File: src/rtl/serie_paralelo_frame.sv
// Serial-to-parallel deserialiser with frame resync, valid/ready output
// register and a sticky overrun flag.
module serie_paralelo_frame #(
  parameter int  BITS      = 8,
  parameter bit  MSB_FIRST = 1'b1,
  localparam int CW        = $clog2(BITS)
) (
  input  logic            clk,
  input  logic            reset,
  input  logic            serial_in,
  input  logic            bit_valid,
  input  logic            frame_start,
  input  logic            out_ready,
  input  logic            overrun_clr,
  output logic [BITS-1:0] parallel_out,
  output logic            out_valid,
  output logic            overrun,
  output logic [CW-1:0]   bit_count
);

  logic [BITS-1:0] sh, sh_next;
  logic [CW-1:0]   cnt, idx;
  logic            last, complete, accept;

  // Next shift value, effective bit index and completion/handshake qualifiers
  always_comb begin
    idx      = frame_start ? '0 : cnt;
    sh_next  = MSB_FIRST ? {sh[BITS-2:0], serial_in} : {serial_in, sh[BITS-1:1]};
    last     = (idx == CW'(BITS-1));
    complete = bit_valid & last;
    accept   = out_valid & out_ready;
  end

  assign bit_count = cnt;

  // Shift register, bit counter, output word, handshake and overrun state
  always_ff @(posedge clk) begin
    if (reset) begin
      sh           <= '0;
      cnt          <= '0;
      parallel_out <= '0;
      out_valid    <= 1'b0;
      overrun      <= 1'b0;
    end else begin
      if (bit_valid) begin
        sh  <= sh_next;
        cnt <= last ? '0 : idx + CW'(1);
      end
      // A completion always wins over an accept: the fresh word stays valid
      if (complete) begin
        parallel_out <= sh_next;
        out_valid    <= 1'b1;
      end else if (accept) begin
        out_valid    <= 1'b0;
      end
      // New overrun event takes priority over a clear in the same cycle
      if (complete && out_valid && !out_ready)
        overrun <= 1'b1;
      else if (overrun_clr)
        overrun <= 1'b0;
    end
  end

endmodule

File: config.mk
export PLATFORM = sky130hd
export DESIGN_NAME = serie_paralelo_frame
export DESIGN_NICKNAME = d
export VERILOG_FILES = /design/src/rtl/serie_paralelo_frame.sv
export SDC_FILE = /design/constraint.sdc
export NUM_CORES = 1
export LEC_CHECK = 0
export CAP_MARGIN = 15
export CORE_ASPECT_RATIO = 1.75
export CORE_MARGIN = 1
export CORE_UTILIZATION = 29
export DETAILED_ROUTE_END_ITERATION = 8
export GPL_TIMING_DRIVEN = 0
export PLACE_DENSITY_LB_ADDON = 0.3
export SYNTH_ARGS = -nofsm -noshare
export SYNTH_HDL_FRONTEND = slang
export SYNTH_SLANG_ARGS = --single-unit
File: constraint.sdc
create_clock -name clk -period 1.86 [get_ports clk]
set_input_delay 0.372 -clock clk [delete_from_list [all_inputs] [get_ports clk]]
set_output_delay 0.372 -clock clk [all_outputs]
set_load 0.1 [all_outputs]
==> flow_summary.toml <==
[yosys]
synth_edf_count = 0
ys_ff_latch = 20
ys.flop_type = "dfxtp_1"
synth.avg_cell_area_um2 = 10.8
synth_top_cells_by_count = "dfxtp_1 (20), nor2_1 (10), mux2i_1 (9)"
yosys_warnings = 0
synth_cells = 83
ys_types = 17
synth.most_common_cell = "dfxtp_1"
yosysSeqAreaShare = 0.448
synth_nets = 92
syn_area_um2 = 893
synth_top_area_share = 0.448
yosys.area.top_type = "dfxtp_1"
async_flop_share = 0
ys_top_cells_by_area = "dfxtp_1 (45%), mux2i_1 (10%), a21bo_2 (9.0%)"

[floorplan]
io-pin-count = 20
start_util = 0.305
dieWidth_um = 44.0
core_um2 = 2930
num_rows = 26
die_y_um = 75.4
die_area_um2 = 3320

[final_layout]
multi_input_area_um2 = 433
drive_gt1_frac = 0.291
ff_latch_area_um2 = 404
areaGrowthSynthToFinish_pct = 26.6
nNetsFinal = 114
n_fill_cell = 313
diodes = 0

[sta]
timing.fmax_ghz = 0.552
relSlewSlack = 0.364
finalClockSkew_ns = 0.00234
setup_slack_ns = 0.0476
slew_violations = 0
rsz0062_at_grt = "false"
setup_viol = 0
fin_crit_sh = 0.974
worst_pin_slew_ns = 0.958
hold_violations = 0
period_minus_slack_ns = 1.81

[critical_path]
ff2ff_path_depth = 7
setup.reg_to_reg.worst_slack_ns = 0.44
path_cells = "dlygate4sd2_1"
crit_cells = 1
crit_type = "flip-flop to output pin"
reg2reg_to = "overrun"
worstSetupStartpointType = "flip-flop"
critPathSlowestCell = "dlygate4sd2_1"
crit_required_ns = 1.49
cp_num_buf_inv = 1
worst_setup_path_end_kind = "output pin"
r2r_start = "bit_count[0]"
critPathArrivalTime_ns = 1.44
max_stage_delay_ns = 0.85
critical_path_peak_fanout = 3
crit_family = "buffers and inverters"

[placed_design]
dp_slack_ns = -0.0747
hpwl_um = 1240
placement.io_buffers = 17
gp_congestion = 0.686

[routing]
final_antenna_net_count = 0
drc = 2
vias = 644
dr.pass1.iters = 6
wl_um = 1570
drtIter0Drc = 9
post_drt_wl_per_cell_um = 11.9
vias_per_cell = 4.92

[run_status]
violations = "design-rule violations"
status = "finished with violations"

[cts]
clockBufferDepth = 2
cts_tree = "yes"
clk_latency_ns = 0.25
cts_setup_buffers = 0
h-tree-depth = 1
cts.sinks = 20
cts_made_buffers = 3
clkTransAtPathRegs_ns = 0.07
root_buffer = "clkbuf_8"

[grt]
antenna_found_initial = 0
grt_pass1_wl_um = 2740
grt_usage = 0.111
overflow = 0
grt_start_max_net_pins = 11
grt_pass1_vias = 632

[min_path]
hold_depth = 2
hold_path_end = "overrun"
hold_class = "flip-flop to flip-flop"
hold_start = "overrun"

[pwr]
power_mw = 0.784
ir_drop_mv = 0.339
power.density_nw_per_um2 = 693
power_leakage_nw = 0.485

[job]
maxCapViolCount = 0
cell type report:
cell class,count,area share
Multi-Input combinational cell,56,0.383
Sequential cell,20,0.357
Timing Repair Buffer,17,0.139
Buffer,7,0.0531
Clock buffer,3,0.0365
Tap cell,28,0.0310
sequential cells by signal (all words and copies together), names as in the netlist:
register / cells
bit_count: 3
out_valid: 1
overrun: 1
parallel_out: 8
sh: 7
metrics by stage:
step | setup TNS (ns) | hold WS [ns] | area, um2 | utilization | cells
after detailed placement | -0.491 | 0.465 | 1100 | 0.376 | 128
after CTS | 0 | 0.474 | 1130 | 0.385 | 131
final | 0 | 0.474 | 1130 | 0.386 | 131
after floorplan | 0 | 0.450 | 897 | - | 83
after global placement | -0.415 | 0.462 | 1100 | 0.376 | 128
after global routing | 0 | 0.497 | 1130 | 0.386 | 131
layout by cell type (no fill, tap or decap):
cell type	netlist	layout
nand4b_1	1	1
buf_8	2	2
a21oi_1	8	8
clkbuf_1	2	2
dfxtp_2	0	3
nand2b_1	2	2
dlygate4sd2_1	0	10
and3b_1	1	1
clkbuf_8	0	3
ha_1	2	2
a21bo_2	8	8
clkdlybuf4s15_1	0	3
dfxtp_1	20	17
a21oi_2	2	2
mux2i_1	9	9
nor2_1	10	10
nand2_1	1	1
nor2b_1	3	3
nand3_2	8	8
clkdlybuf4s50_1	0	4
nor3_2	1	1
buf_4	3	3
power breakdown:
| part | leakage (nW) | switching [mW] | internal, mW |
|---|---|---|---|
| Combinational | 0.301 | 0.0468 | 0.0278 |
| Sequential | 0.163 | 0.00439 | 0.434 |
| Clock | 0.0216 | 0.127 | 0.144 |
| Total | 0.485 | 0.178 | 0.606 |
how the worst max path moves through the flow:
stage	from	slack (ns)	to
floorplan	bit_count[0]	0.16	overrun
global placement	frame_start	-0.07	overrun
detailed placement	frame_start	-0.07	overrun
CTS	bit_count[0]	0.03	bit_count[0]
global route	bit_count[2]	0.01	bit_count[2]
finish	bit_count[2]	0.05	bit_count[2]
kinds of logic after synthesis:
family	after synthesis	synth area share
compound gates	18	0.154
fa+ha+maj	2	0.0280
buf+inv	7	0.0672
flops	20	0.448
mux	9	0.101
simple gates	27	0.202
routing by layer:
| layer | GRT usage | share of wire |
|---|---|---|
| met1 | 0.115 | 0.39 |
| met3 | 0.0142 | 0.035 |
| met4 | 0.0707 | 0.033 |
| met2 | 0.206 | 0.54 |
| met5 | 0 | 0 |
what timing repair did:
action                                  4_1_cts  5_1_grt
endpoints found under the setup margin       13        3
gates resized for setup                      13        3
hold buffers                                  0        0
Power figures use the tool's default switching activity.
